## src/rtl/mem_port_arbiter_pkg.sv

```systemverilog
// mem_port_arbiter_pkg
// Shared types and constants for the unified memory port arbiter.
//   arb_state_t    : arbiter sequencing states (IDLE -> BUSY -> DONE)
//   grant_t        : which pipeline stage owns the memory port
//   ARB_FAULT_WORD : read data substituted when an access times out
//   pick_grant()   : round-robin choice between the two requesters
package mem_port_arbiter_pkg;

    typedef enum logic [1:0] {
        ARB_IDLE = 2'd0,
        ARB_BUSY = 2'd1,
        ARB_DONE = 2'd2
    } arb_state_t;

    typedef enum logic {
        GRANT_IF  = 1'b0,
        GRANT_MEM = 1'b1
    } grant_t;

    localparam logic [31:0] ARB_FAULT_WORD = 32'hDEAD_BEEF;

    // On a tie the side that was not served last wins; otherwise the
    // single active requester wins. Only meaningful when a request is up.
    function automatic grant_t pick_grant(input logic   if_req,
                                          input logic   mem_req,
                                          input grant_t last_grant);
        if (if_req && mem_req)
            return (last_grant == GRANT_IF) ? GRANT_MEM : GRANT_IF;
        else if (mem_req)
            return GRANT_MEM;
        else
            return GRANT_IF;
    endfunction

endpackage

```

## src/rtl/arb_watchdog.sv

```systemverilog
// arb_watchdog
// Counts cycles spent waiting on the memory and flags the last allowed one.
//   clk, rst : clock, asynchronous active-high reset
//   clear    : restart the count from zero
//   enable   : count this cycle
//   expired  : current cycle is the final one (count == TIMEOUT-1)
module arb_watchdog #(
    parameter int TIMEOUT = 16
) (
    input  logic clk,
    input  logic rst,
    input  logic clear,
    input  logic enable,
    output logic expired
);

    localparam int W = $clog2(TIMEOUT + 1);
    localparam logic [W-1:0] LAST  = W'(TIMEOUT - 1);
    localparam logic [W-1:0] LIMIT = W'(TIMEOUT);

    logic [W-1:0] count;

    // Saturating counter: parks at TIMEOUT instead of wrapping.
    always_ff @(posedge clk or posedge rst) begin
        if (rst)
            count <= '0;
        else if (clear)
            count <= '0;
        else if (enable && (count != LIMIT))
            count <= count + 1'b1;
    end

    assign expired = (count == LAST);

endmodule

```

## src/rtl/mem_port_arbiter.sv

```systemverilog
// mem_port_arbiter
// Shares one single-port memory between instruction fetch (IF) and the
// load/store stage (MEM). Round-robin arbitration, one req/ack access at a
// time, read data returned to the owning side, watchdog abort on hung memory.
//   if_req/if_addr          -> if_rdata, if_done       fetch side
//   mem_req/we/addr/wdata   -> mem_rdata, mem_done     load/store side
//   ram_req/we/addr/wdata   <- ram_ack, ram_rdata      memory side
//   err                                                 sticky watchdog flag
module mem_port_arbiter
    import mem_port_arbiter_pkg::*;
#(
    parameter int ADDR_W  = 32,
    parameter int DATA_W  = 32,
    parameter int TIMEOUT = 16
) (
    input  logic              clk,
    input  logic              rst,
    input  logic              if_req,
    input  logic [ADDR_W-1:0] if_addr,
    output logic [DATA_W-1:0] if_rdata,
    output logic              if_done,
    input  logic              mem_req,
    input  logic              mem_we,
    input  logic [ADDR_W-1:0] mem_addr,
    input  logic [DATA_W-1:0] mem_wdata,
    output logic [DATA_W-1:0] mem_rdata,
    output logic              mem_done,
    output logic              ram_req,
    output logic              ram_we,
    output logic [ADDR_W-1:0] ram_addr,
    output logic [DATA_W-1:0] ram_wdata,
    input  logic              ram_ack,
    input  logic [DATA_W-1:0] ram_rdata,
    output logic              err
);

    arb_state_t state, next_state;
    grant_t     granted, last_grant, pick;
    logic       any_req, finish, abort, wdog_expired;

    assign any_req = if_req | mem_req;
    assign pick    = pick_grant(if_req, mem_req, last_grant);
    assign finish  = (state == ARB_BUSY) && ram_ack;
    assign abort   = (state == ARB_BUSY) && !ram_ack && wdog_expired;

    arb_watchdog #(.TIMEOUT(TIMEOUT)) u_wdog (
        .clk     (clk),
        .rst     (rst),
        .clear   (state == ARB_IDLE),
        .enable  (state == ARB_BUSY),
        .expired (wdog_expired)
    );

    always_ff @(posedge clk or posedge rst) begin
        if (rst)
            state <= ARB_IDLE;
        else
            state <= next_state;
    end

    always_comb begin
        next_state = state;
        case (state)
            ARB_IDLE: if (any_req) next_state = ARB_BUSY;
            ARB_BUSY: if (finish || abort) next_state = ARB_DONE;
            ARB_DONE: next_state = ARB_IDLE;
            default:  next_state = ARB_IDLE;
        endcase
    end

    // Done pulses come straight from the DONE state so they can never overlap.
    always_comb begin
        if_done  = 1'b0;
        mem_done = 1'b0;
        if (state == ARB_DONE) begin
            if_done  = (granted == GRANT_IF);
            mem_done = (granted == GRANT_MEM);
        end
    end

    // Memory request registers: loaded on grant, held for the whole access.
    always_ff @(posedge clk or posedge rst) begin
        if (rst) begin
            granted   <= GRANT_IF;
            ram_req   <= 1'b0;
            ram_we    <= 1'b0;
            ram_addr  <= '0;
            ram_wdata <= '0;
        end else if ((state == ARB_IDLE) && any_req) begin
            granted   <= pick;
            ram_req   <= 1'b1;
            ram_we    <= (pick == GRANT_MEM) ? mem_we : 1'b0;
            ram_addr  <= (pick == GRANT_MEM) ? mem_addr : if_addr;
            ram_wdata <= (pick == GRANT_MEM) ? mem_wdata : '0;
        end else if (finish || abort) begin
            ram_req   <= 1'b0;
        end
    end

    // Reset value MEM makes IF win the very first tie.
    always_ff @(posedge clk or posedge rst) begin
        if (rst)
            last_grant <= GRANT_MEM;
        else if (state == ARB_DONE)
            last_grant <= granted;
    end

    // Read data goes to the owning side; stores leave mem_rdata alone.
    // A timed-out read returns the fault word so the pipeline sees garbage it can spot.
    always_ff @(posedge clk or posedge rst) begin
        if (rst) begin
            if_rdata  <= '0;
            mem_rdata <= '0;
        end else if (finish || abort) begin
            if (granted == GRANT_IF)
                if_rdata <= finish ? ram_rdata : DATA_W'(ARB_FAULT_WORD);
            else if (!ram_we)
                mem_rdata <= finish ? ram_rdata : DATA_W'(ARB_FAULT_WORD);
        end
    end

    always_ff @(posedge clk or posedge rst) begin
        if (rst)
            err <= 1'b0;
        else if (abort)
            err <= 1'b1;
    end

endmodule

```

## config.mk

```make
export PLATFORM = sky130hd
export DESIGN_NAME = mem_port_arbiter
export DESIGN_NICKNAME = d
export VERILOG_FILES = /design/src/rtl/mem_port_arbiter_pkg.sv /design/src/rtl/arb_watchdog.sv /design/src/rtl/mem_port_arbiter.sv
export SDC_FILE = /design/constraint.sdc
export NUM_CORES = 1
export LEC_CHECK = 0
export ABC_AREA = 1
export BUFFER_PORTS_ARGS = -buffer_cell sky130_fd_sc_hd__buf_2
export CORE_MARGIN = 5
export CORE_UTILIZATION = 48
export CTS_CLUSTER_DIAMETER = 120
export DETAILED_ROUTE_END_ITERATION = 16
export HOLD_SLACK_MARGIN = 0.02
export PLACE_DENSITY = 0.82
export SYNTH_ARGS = -nofsm -noshare
export SYNTH_HDL_FRONTEND = slang
export SYNTH_SLANG_ARGS = --single-unit
```

## constraint.sdc

```tcl
create_clock -name clk -period 5.89 [get_ports clk]
set_clock_uncertainty 0.05 [all_clocks]
set_input_delay 0.589 -clock clk [delete_from_list [all_inputs] [get_ports clk]]
set_output_delay 0.589 -clock clk [all_outputs]
set_load 0.01 [all_outputs]
```

# Yosys cells after proc, flatten, opt, wreduce, memory -nomap -nowiden
# Cells that the tools add are included.
[totals]
reg_bits = 140
in_bits = 134
output_inout_bits = 133
word_cells = 51
[op_classes]
addsub = 1
eq_ne = 6
muxes = 16
bitwise = 3
n_reduce_logical = 14
[ops]
columns = ["operator", "count"]
rows = [
  ["32-bit two-way mux", 3],
  ["5-bit two-way mux", 2],
  ["1-bit two-way mux", 8],
  ["1-bit logical AND", 6],
  ["5-bit by 1-bit adder with 5-bit output (second input constant)", 1],
  ["5-bit by 4-bit == test with 1-bit output (second input constant)", 1],
  ["5-bit inequality test (second input constant)", 1],
  ["2-bit two-way mux", 2],
  ["2-bit inequality test (second input constant)", 2],
  ["2-bit one-hot mux with 2 select lines", 1],
  ["2-bit AND reduction", 2],
  ["2-bit nonzero test", 2],
  ["3-bit AND reduction", 1],
  ["2-bit by 1-bit == test with 1-bit output (second input constant)", 1],
  ["2-bit == test (second input constant)", 1],
  ["2-bit logical NOT", 1],
  ["1-bit inverter", 2],
  ["1-bit logical NOT", 1],
  ["1-bit logical OR", 1],
  ["1-bit bitwise OR", 1],
]

# Logic depth before layout (Yosys ltp)
# Gate-level depths: netlist of run 1.
[depth]
word_depth = 6
mapped_depth = 10

# By module
# A second synthesis of run 1 with hierarchy kept.
[hier_totals]
hier_cells = 805
area_unflattened_um2 = 6366.1
[by_module_without_submodules]
columns = ["module", "n_inst", "cells_each", "area_per_inst_um2", "seq_area_each_um2"]
rows = [
  ["mem_port_arbiter", 1, 761, 6029.5, 3379.5],
  ["arb_watchdog", 1, 44, 336.6, 125.1],
]

# Least setup slack after synthesis of run 1
# No wires, ideal clock.
[synth_path]
path_kind = "register to register"
from = "register u_wdog.count[0]"
to = "register if_rdata[0]"
setup_time_ps = 117
arrival_ps = 1621
required_time_ps = 5723
path_slack_ps = 4102
path_stages_with_launch = 11
n_path_buf = 2
period_less_slack_ps = 1788
cell_sequence = "dfrtp_1 ha_1 nand2_1 nor2_1 ha_1 o21ai_1 buf_2 nor2_4 buf_4 nor2_1 nor2_1"
[synth_between]
elab_chain_len = 4
[synth_lines]
columns = ["item", "line", "text"]
rows = [
  ["start, declared", "arb_watchdog.sv:21", "logic [W-1:0] count;"],
  ["start signal, assigned", "arb_watchdog.sv:30", "count <= count + 1'b1;"],
  ["5-bit by 4-bit == test with 1-bit output", "arb_watchdog.sv:33", "assign expired = (count == LAST);"],
  ["1-bit logical AND", "mem_port_arbiter.sv:44", "assign abort = (state == ARB_BUSY) && !ram_ack && wdog_expired;"],
  ["1-bit logical OR", "mem_port_arbiter.sv:114", "end else if (finish || abort) begin"],
  ["2-bit AND reduction (no source line)", "-", ""],
  ["end signal, assigned", "mem_port_arbiter.sv:116", "if_rdata <= finish ? ram_rdata : DATA_W'(ARB_FAULT_WORD);"],
  ["end, declared", "mem_port_arbiter.sv:20", "output logic [DATA_W-1:0] if_rdata,"],
]
# No other way between the ends.
# A chain may end at the register's enable or synchronous reset.

# Worst setup path in the final report of run 1
[layout_path]
from = "register last_grant"
to = "register ram_addr[29]"
[layout_between]
elab_chain_len = 3
[layout_lines]
columns = ["item", "line", "text"]
rows = [
  ["start, declared", "mem_port_arbiter.sv:38", "grant_t granted, last_grant, pick;"],
  ["start signal, assigned", "mem_port_arbiter.sv:105", "last_grant <= granted;"],
  ["1-bit two-way mux", "mem_port_arbiter_pkg.sv:28", "return (last_grant == GRANT_IF) ? GRANT_MEM : GRANT_IF;"],
  ["1-bit two-way mux", "mem_port_arbiter_pkg.sv:27", "if (if_req && mem_req)"],
  ["32-bit two-way mux", "mem_port_arbiter.sv:93", "ram_addr <= (pick == GRANT_MEM) ? mem_addr : if_addr;"],
  ["end signal, assigned", "mem_port_arbiter.sv:93", ""],
  ["end, declared", "mem_port_arbiter.sv:30", "output logic [ADDR_W-1:0] ram_addr,"],
]
# No other way between the ends.

==> flow_summary.toml, run 1 <==
[clock_network]
numCtsBuffers = 17
cts.clk_slew.worst_paths_ns = 0.06
cts-root-buf = "clkbuf_16"
cts_tree = "yes"
cts_hold_buffers = 0
clk_latency_ns = 0.41
cts_setup_buffers = 0
cts_resized = 0
htree_levels = 4
cts_buffer_depth = 2
clock_sinks = 140

[floorplanning]
dieArea_um2 = 15200
dieHeight_um = 123
start_util_pct = 48.9
die_x_um = 123
rows = 41
io_pins = 267
core-area_um2 = 12600

[hold_path]
hold_class = "in -> async"

[critical_path]
cp-start-kind = "flip-flop"
crit_chain = "nand2_1 -> nand2_1 -> nand2_1 -> nand3_1 -> o21a_1"
cpPeakStageDelay_ns = 1.10
crit_path_end = "ram_addr[29]"
reg2reg_slack_ns = 3.08
r2r_start = "last_grant"
reg2regPathDepth = 5
crit_arrival_ns = 3.11
critPathRequiredTime_ns = 6.19
startpoint = "last_grant"
r2r_end = "ram_addr[29]"
critPathMaxFanout = 34
cpMostUsedCell = "nand2_1"
endpoint_kind = "flip-flop"
slowest_stage = "nand2_1"
critical_path_class = "reg -> reg"

[timing]
fin_setup_tns_ns = 0
fin_ws_ns = 3.08
max_freq_mhz = 356
fin_crit_sh_pct = 47.8
final_hold_viol_count = 0
drv_slew = 0
rsz0062_at_grt = "false"
layout_min_cycle_time_ns = 2.81
slew-limit-headroom_pct = 24.2
worst-slew-pin-transition_ns = 1.13
setup_violations = 0

[power]
vdd_drop_max_uv = 264
p_leak_nw = 4.46
finalPower_mw = 4.56
power.density_nw_per_um2 = 554

[placement]
dpl.hpwl_um = 12200
place_ws_ns = 2.80
port_buffers = 266
placed_cell_area_um2 = 7530
gp_congestion = 0.850

[logic_synthesis]
synth_cells = 731
syn_area_um2 = 6140
synthMuxAreaShare_pct = 0
synth_fp_nets = 868
synthSimpleGateAreaFrac_pct = 25.5
avgSynthCellArea_um2 = 8.40
ys.warnings.count = 0
synth-xor-area-share_pct = 0.143
synth-seq-cells = 140
netlist-cell-type-count = 26
synth_compound_area_share_pct = 8.38
synth_fa_ha_area_share_pct = 0.611
synth_top_family_by_area = "simple AND/OR/NAND/NOR gates"
ys_seq_area_share_pct = 57.1

[detailed_routing]
vias = 5691
via_per_inst = 4.88
dr.pass1.iters = 5
drtIter0Drc = 397
drc = 0
wl_per_cell_um = 14.6
routed_wl_um = 17000
ant_nets = 0

[grt]
grt_max_degree = 74
antenna_found_initial = 1
grt_usage_pct = 22.6
grt_overflow = 0
grt_pass1_vias = 5504
grt_first_pass_wirelength_um = 26700

[outcome]
status = "finished, final reports clean"

[layout]
nets = 1118
fin_util_pct = 65.5
drive_gt1_share_pct = 31.9
final_area_um2 = 8230
area_delta_synth_final_pct = 34.1

[job]
max_cap_violations = 0
==> flip-flops by register name, indices dropped and copies added (netlist names), 2 cells and up <==
register	flops
mem_rdata	32
u_wdog.count	5
ram_wdata	32
if_rdata	32
ram_addr	32
state	2
==> cell usage in the layout (no fill, tap or decap), types with 2 or more instances in the layout <==
cell	netlist	routed
nor2_1	159	159
o21a_1	32	32
o21ai_0	45	45
inv_1	75	74
nand3_1	71	71
o21ai_1	8	8
ha_1	3	3
buf_4	6	6
buf_2	12	266
clkbuf_16	0	17
bufinv_16	0	7
nand2_1	142	142
inv_2	4	4
clkinv_4	0	3
nor2_4	1	2
inv_6	0	3
dfrtp_1	139	139
==> stage by stage <==
| step | hold WS, ns | std cells |
|---|---|---|
| floorplan | 0.417 | 731 |
| global placement | 0.406 | 1134 |
| detailed placement | 0.415 | 1134 |
| CTS | 0.214 | 1166 |
| global route | 0.247 | 1166 |
| finish | 0.193 | 1167 |
==> routing by layer <==
| layer | wire (um) | share of wire (%) | track usage, % | vias to the layer above |
|---|---|---|---|---|
| met2 | 8140 | 48 | 37.1 | 250 |
| met1 | 7000 | 41 | 28.3 | 2634 |
| met4 | 395 | 2.3 | 9.20 | 2 |
| met5 | 10 | 0.059 | 0 | - |
| li1 | - | - | - | 2776 |
| met3 | 1480 | 8.7 | 6.18 | 29 |
==> power breakdown <==
part / total [mW] / switching, mW / internal [mW]
combinational: 1.65 / 1.02 / 0.627
sequential: 1.65 / 0.253 / 1.40
clock: 1.26 / 0.410 / 0.853
total: 4.56 / 1.68 / 2.88
==> synth_stat cells (all sizes together) <==
master	n	area, um^2
or2	2	12.5
dfstp	1	26.3
o21ai	53	265
inv	79	297
clkbuf	16	60.1
a31o	1	8.76
dfrtp	139	3480
nand4	1	6.26
nand2	143	539
nand3	72	365
xor2	1	8.76
buf	25	154
nor2	163	641
o21a	32	240
ha	3	37.5
==> worst min path at each step <==
stage               start            to  slack [ns]  cells after the start
2_1_floorplan  last_grant    last_grant        0.42                      2
3_3_place_gp      ram_req       ram_req        0.41                      2
3_5_place_dp      ram_req       ram_req        0.42                      2
4_1_cts               rst  ram_addr[31]        0.21                      2
5_1_grt               rst  ram_addr[31]        0.25                      2
6_report              rst  ram_addr[31]        0.19                      2
==> cell families (layout without fill, tap and decap cells) <==
kind of cell,Yosys count,count (layout)
compound gates,86,86
flops,140,140
fa+ha+maj,3,3
xor+xnor,1,1
simple gates,381,381
other cells,0,1
buf+inv,120,383
==> area by class of cell <==
class | count | area (um^2)
fill | 1074 | 4330
sequential | 140 | 3500
multi-input combinational | 471 | 2130
timing repair buffer | 272 | 1380
clock buffer | 19 | 443
inverter | 79 | 302
clock inverter | 13 | 262
tap | 172 | 215
antenna | 1 | 2.50
==> worst max-delay path: cells and delay by family, from the launching register on <==
family	cells	cell delay (ns)
flops	1	0.54
simple gates	4	2.02
compound gates	1	0.13
Power figures use the tool's default switching activity.
==> inputs of run 2 (changes only) <==
clock period = 2.7 ns   (was 5.89 ns; I/O delays follow)
==> flow_summary.toml, run 2 (same netlist as run 1, synthesis figures left out) <==
[outcome]
status = "finished, final reports clean"

[power]
p_leak_nw = 4.42
vdd_drop_max_uv = 508
power.density_nw_per_um2 = 1160

[placement]
gp_congestion = 0.840
dpl.hpwl_um = 12000
port_buffers = 266

[floorplanning]
dieArea_um2 = 15200
rows = 41
core-area_um2 = 12600
start_util_pct = 48.9
dieHeight_um = 123
die_x_um = 123
io_pins = 267

[critical_path]
crit_arrival_ns = 2.41
critPathMaxFanout = 34
critPathRequiredTime_ns = 2.96
endpoint_kind = "flip-flop"
critical_path_class = "reg -> reg"
cp-start-kind = "flip-flop"

[grt]
grt_first_pass_wirelength_um = 26500
grt_usage_pct = 22.5
antenna_found_initial = 1
grt_max_degree = 141
grt_overflow = 0
grt_pass1_vias = 5367

[clock_network]
cts.clk_slew.worst_paths_ns = 0.06
numCtsBuffers = 17
clock_sinks = 140
clk_latency_ns = 0.41
cts_tree = "yes"
cts_resized = 0
htree_levels = 4
cts_buffer_depth = 2
cts-root-buf = "clkbuf_16"
cts_hold_buffers = 0
cts_setup_buffers = 0

[detailed_routing]
via_per_inst = 4.79
drc = 0
drtIter0Drc = 512
dr.pass1.iters = 6
wl_per_cell_um = 14.4
routed_wl_um = 16900
ant_nets = 0
vias = 5608

[timing]
fin_setup_tns_ns = 0
drv_slew = 0
max_freq_mhz = 465
final_hold_viol_count = 0
fin_crit_sh_pct = 79.6
whs_ns = 0.00934
rsz0062_at_grt = "false"
worst-slew-pin-transition_ns = 0.745
setup_violations = 0
slew-limit-headroom_pct = 50.3
layout_min_cycle_time_ns = 2.15

[layout]
drive_gt1_share_pct = 32.1
area_delta_synth_final_pct = 32.7
n_antenna_cell = 0
nets = 1122
mostFrequentLayoutCells = "266 x buf_2, 159 x nor2_1, 142 x nand2_1, 139 x dfrtp_1, 74 x inv_1"
final_common_cell = "buf_2"

[job]
max_cap_violations = 0

[hold_path]
hold_class = "in -> async"
run 2: power by group:
| group | switching, mW | internal [mW] |
|---|---|---|
| registers | 0.530 | 3.05 |
| logic | 2.22 | 1.38 |
| clock network | 0.855 | 1.40 |
| total | 3.61 | 5.84 |
run 2: through the flow:
stage	utilization [%]	setup WS (ns)	power (mW)	instances	cell area (um^2)
floorplan	-	0.632	5.74	731	6140
global placement	60.2	0.596	7.13	1138	7570
detailed placement	60.2	0.550	7.24	1138	7570
CTS	64.8	0.542	9.55	1170	8150
global route	64.8	0.309	10.1	1170	8150
finish	64.8	0.551	9.45	1170	8150
run 2: layout make-up:
class | count | area [um^2]
Inverter | 79 | 300
Tap cell | 172 | 215
Multi-Input combinational cell | 471 | 2130
Clock buffer | 21 | 460
Timing Repair Buffer | 276 | 1420
Fill cell | 1049 | 4420
Clock inverter | 11 | 118
Sequential cell | 140 | 3500
run 2: path summary, 6_finish.rpt:
check	startpoint	endpoint	slack, ns	depth (start not counted)
min in group clk	mem_wdata[9]	ram_wdata[9]	0.04	3
worst max-delay path	state[1]	ram_wdata[12]	0.55	5
worst min register to register	ram_wdata[1]	ram_wdata[1]	0.43	2
max in group asynchronous	rst	ram_wdata[14]	2.03	3
worst max register to register	state[1]	ram_wdata[12]	0.55	5
worst min-delay path	rst	if_rdata[4]	0.009	3
run 2: worst max-delay path: stages (launching register included):
cell     delay, ns
dfrtp_1       0.42
inv_2         0.08
nand2_2       0.12
nor2_4        0.41
nand3_2       0.58
o21ai_0       0.38
run 2: layer usage:
layer,part of all wire (%),vias up,track usage [%]
met2,47,252,35.8
met3,9.4,34,6.77
li1,-,2783,-
met5,0.065,-,0
met4,2.5,2,9.20
met1,41,2537,28.9
==> inputs of run 3 (changes only) <==
CORE_UTILIZATION = 43   (was 48)
PLACE_DENSITY = 0.77   (was 0.82)
clock period = 1.8 ns   (was 2.7 ns; I/O delays follow)
==> flow_summary.toml, run 3 (same netlist as run 1, synthesis figures left out) <==
[layout]
area_delta_synth_final_pct = 48.0
final_common_cell = "buf_2"
instances_no_fill = 1251
n_antenna_cell = 0
drive_gt1_share_pct = 34.5
mostFrequentLayoutCells = "266 x buf_2, 143 x nor2_1, 142 x nand2_1, 139 x dfrtp_1, 74 x inv_1"
fin_util_pct = 65.2
nets = 1195

[floorplanning]
core-area_um2 = 13900
dieHeight_um = 129
io_pins = 267
dieArea_um2 = 16800
rows = 43
start_util_pct = 44.1
die_x_um = 129

[critical_path]
crit_arrival_ns = 2.15
crit_chain = "ha_2 -> nand2_1 -> nor2_1 -> ha_2 -> o21ai_4 -> buf_12 -> nor2_4 -> clkbuf_16 -> nor2_1 -> nor2_1"
slowest_stage = "dfrtp_1"
cpMostUsedCell = "nor2_1"
cp-start-kind = "flip-flop"
cpPeakStageDelay_ns = 0.37
path_depth = 10
reg2regPathDepth = 10
path_buf_inv = 2
endpoint_kind = "flip-flop"
crit_family = "simple AND/OR/NAND/NOR gates"
critPathMaxFanout = 6
critical_path_class = "reg -> reg"
critPathRequiredTime_ns = 2.10
reg2reg_slack_ns = -0.05

[placement]
place_inst = 1164
gp_congestion = 0.820
dpl.hpwl_um = 12900
port_buffers = 266

[power]
vdd_drop_max_uv = 810
p_leak_nw = 4.81
power.density_nw_per_um2 = 1670

[grt]
grt_first_pass_wirelength_um = 29800
grt_overflow = 0
grt_usage_pct = 22.6
grt_pass1_vias = 5962
grt_max_degree = 37
antenna_found_initial = 1

[detailed_routing]
ant_nets = 0
vias = 6154
routed_wl_um = 19600
dr.pass1.iters = 5
drc = 0
via_per_inst = 4.92
wl_per_cell_um = 15.6
drtIter0Drc = 386

[timing]
final_hold_viol_count = 0
max_freq_mhz = 542
fin_ws_ns = -0.0454
worst-slew-pin-transition_ns = 0.566
layout_min_cycle_time_ns = 1.85
drv_slew = 0
rsz0062_at_grt = "true"
slew-limit-headroom_pct = 62.2
setup_violations = 20
fin_crit_sh_pct = 103

[clock_network]
htree_levels = 4
clock_sinks = 140
cts_buffer_depth = 2
cts.clk_slew.worst_paths_ns = 0.06
cts-root-buf = "clkbuf_16"
cts_tree = "yes"
clk_latency_ns = 0.42
numCtsBuffers = 17

[job]
max_cap_violations = 0

[hold_path]
hold_class = "in -> reg"
hold_depth = 5

[outcome]
violations = "negative setup slack"
status = "complete, but fails checks"
## run 3: area by class of cell
| cell class | instances | area (um^2) |
|---|---|---|
| timing repair buffer | 348 | 2240 |
| tap | 180 | 225 |
| fill | 1108 | 4850 |
| clock inverter | 14 | 159 |
| clock buffer | 18 | 429 |
| sequential | 140 | 3500 |
| multi-input combinational | 472 | 2220 |
| inverter | 79 | 300 |
## run 3: path summary, 6_finish.rpt
kind	startpoint	endpoint
setup reg to reg	u_wdog.count[0]	if_rdata[1]
min in group asynchronous	rst	mem_rdata[2]
max in group asynchronous	rst	last_grant
hold / removal	ram_rdata[22]	if_rdata[22]
setup / recovery	u_wdog.count[0]	if_rdata[1]
hold reg to reg	ram_req	ram_req
## run 3: metrics by stage
step | power, mW | TNS (ns) | hold WS [ns] | instance area (um^2) | setup WS, ns
floorplan | 8.60 | -24.78 | 0.263 | 6140 | -0.178
global placement | 11.1 | 0 | 0.220 | 7820 | 0.0762
detailed placement | 11.2 | -0.00124 | 0.212 | 7820 | -0.00124
CTS | 14.9 | 0 | 0.0200 | 8930 | 0.00865
global route | 16.1 | -2.32 | 0.0352 | 9080 | -0.111
finish | 15.2 | -0.311 | 0.0287 | 9080 | -0.0454
## run 3: timing repair
action | 4_1_cts | 5_1_grt
cloned | 2 | 2
pin swaps | 2 | 6
buffers inserted | 2 | 4
hold buffers | 46 | 0
setup endpoints to repair | 15 | 52
resized for setup | 0 | 29
hold endpoints to repair | 62 | 0
## run 3: worst min-delay path: cells and delay by family
kind	cells	cell delay (ns)
and+or+nand+nor	3	0.14
buffers and inverters	2	0.14
## run 3: power by group
group	total, mW	leakage (nW)	internal [mW]	switching (mW)
registers	5.44	1.67	4.58	0.857
clock network	3.48	0.282	2.06	1.41
logic	6.28	2.86	2.61	3.68
total	15.2	4.81	9.25	5.95
## run 3: metal layers
| metal | up-vias | track usage [%] | routed length, um | share of wire, % |
|---|---|---|---|---|
| met5 | - | 0 | 11 | 0.056 |
| met4 | 2 | 10.4 | 584 | 3.0 |
| met3 | 44 | 5.11 | 1720 | 8.8 |
| met2 | 299 | 36.8 | 9540 | 49 |
| met1 | 2884 | 28.7 | 7720 | 39 |
| li1 | 2925 | - | - | - |
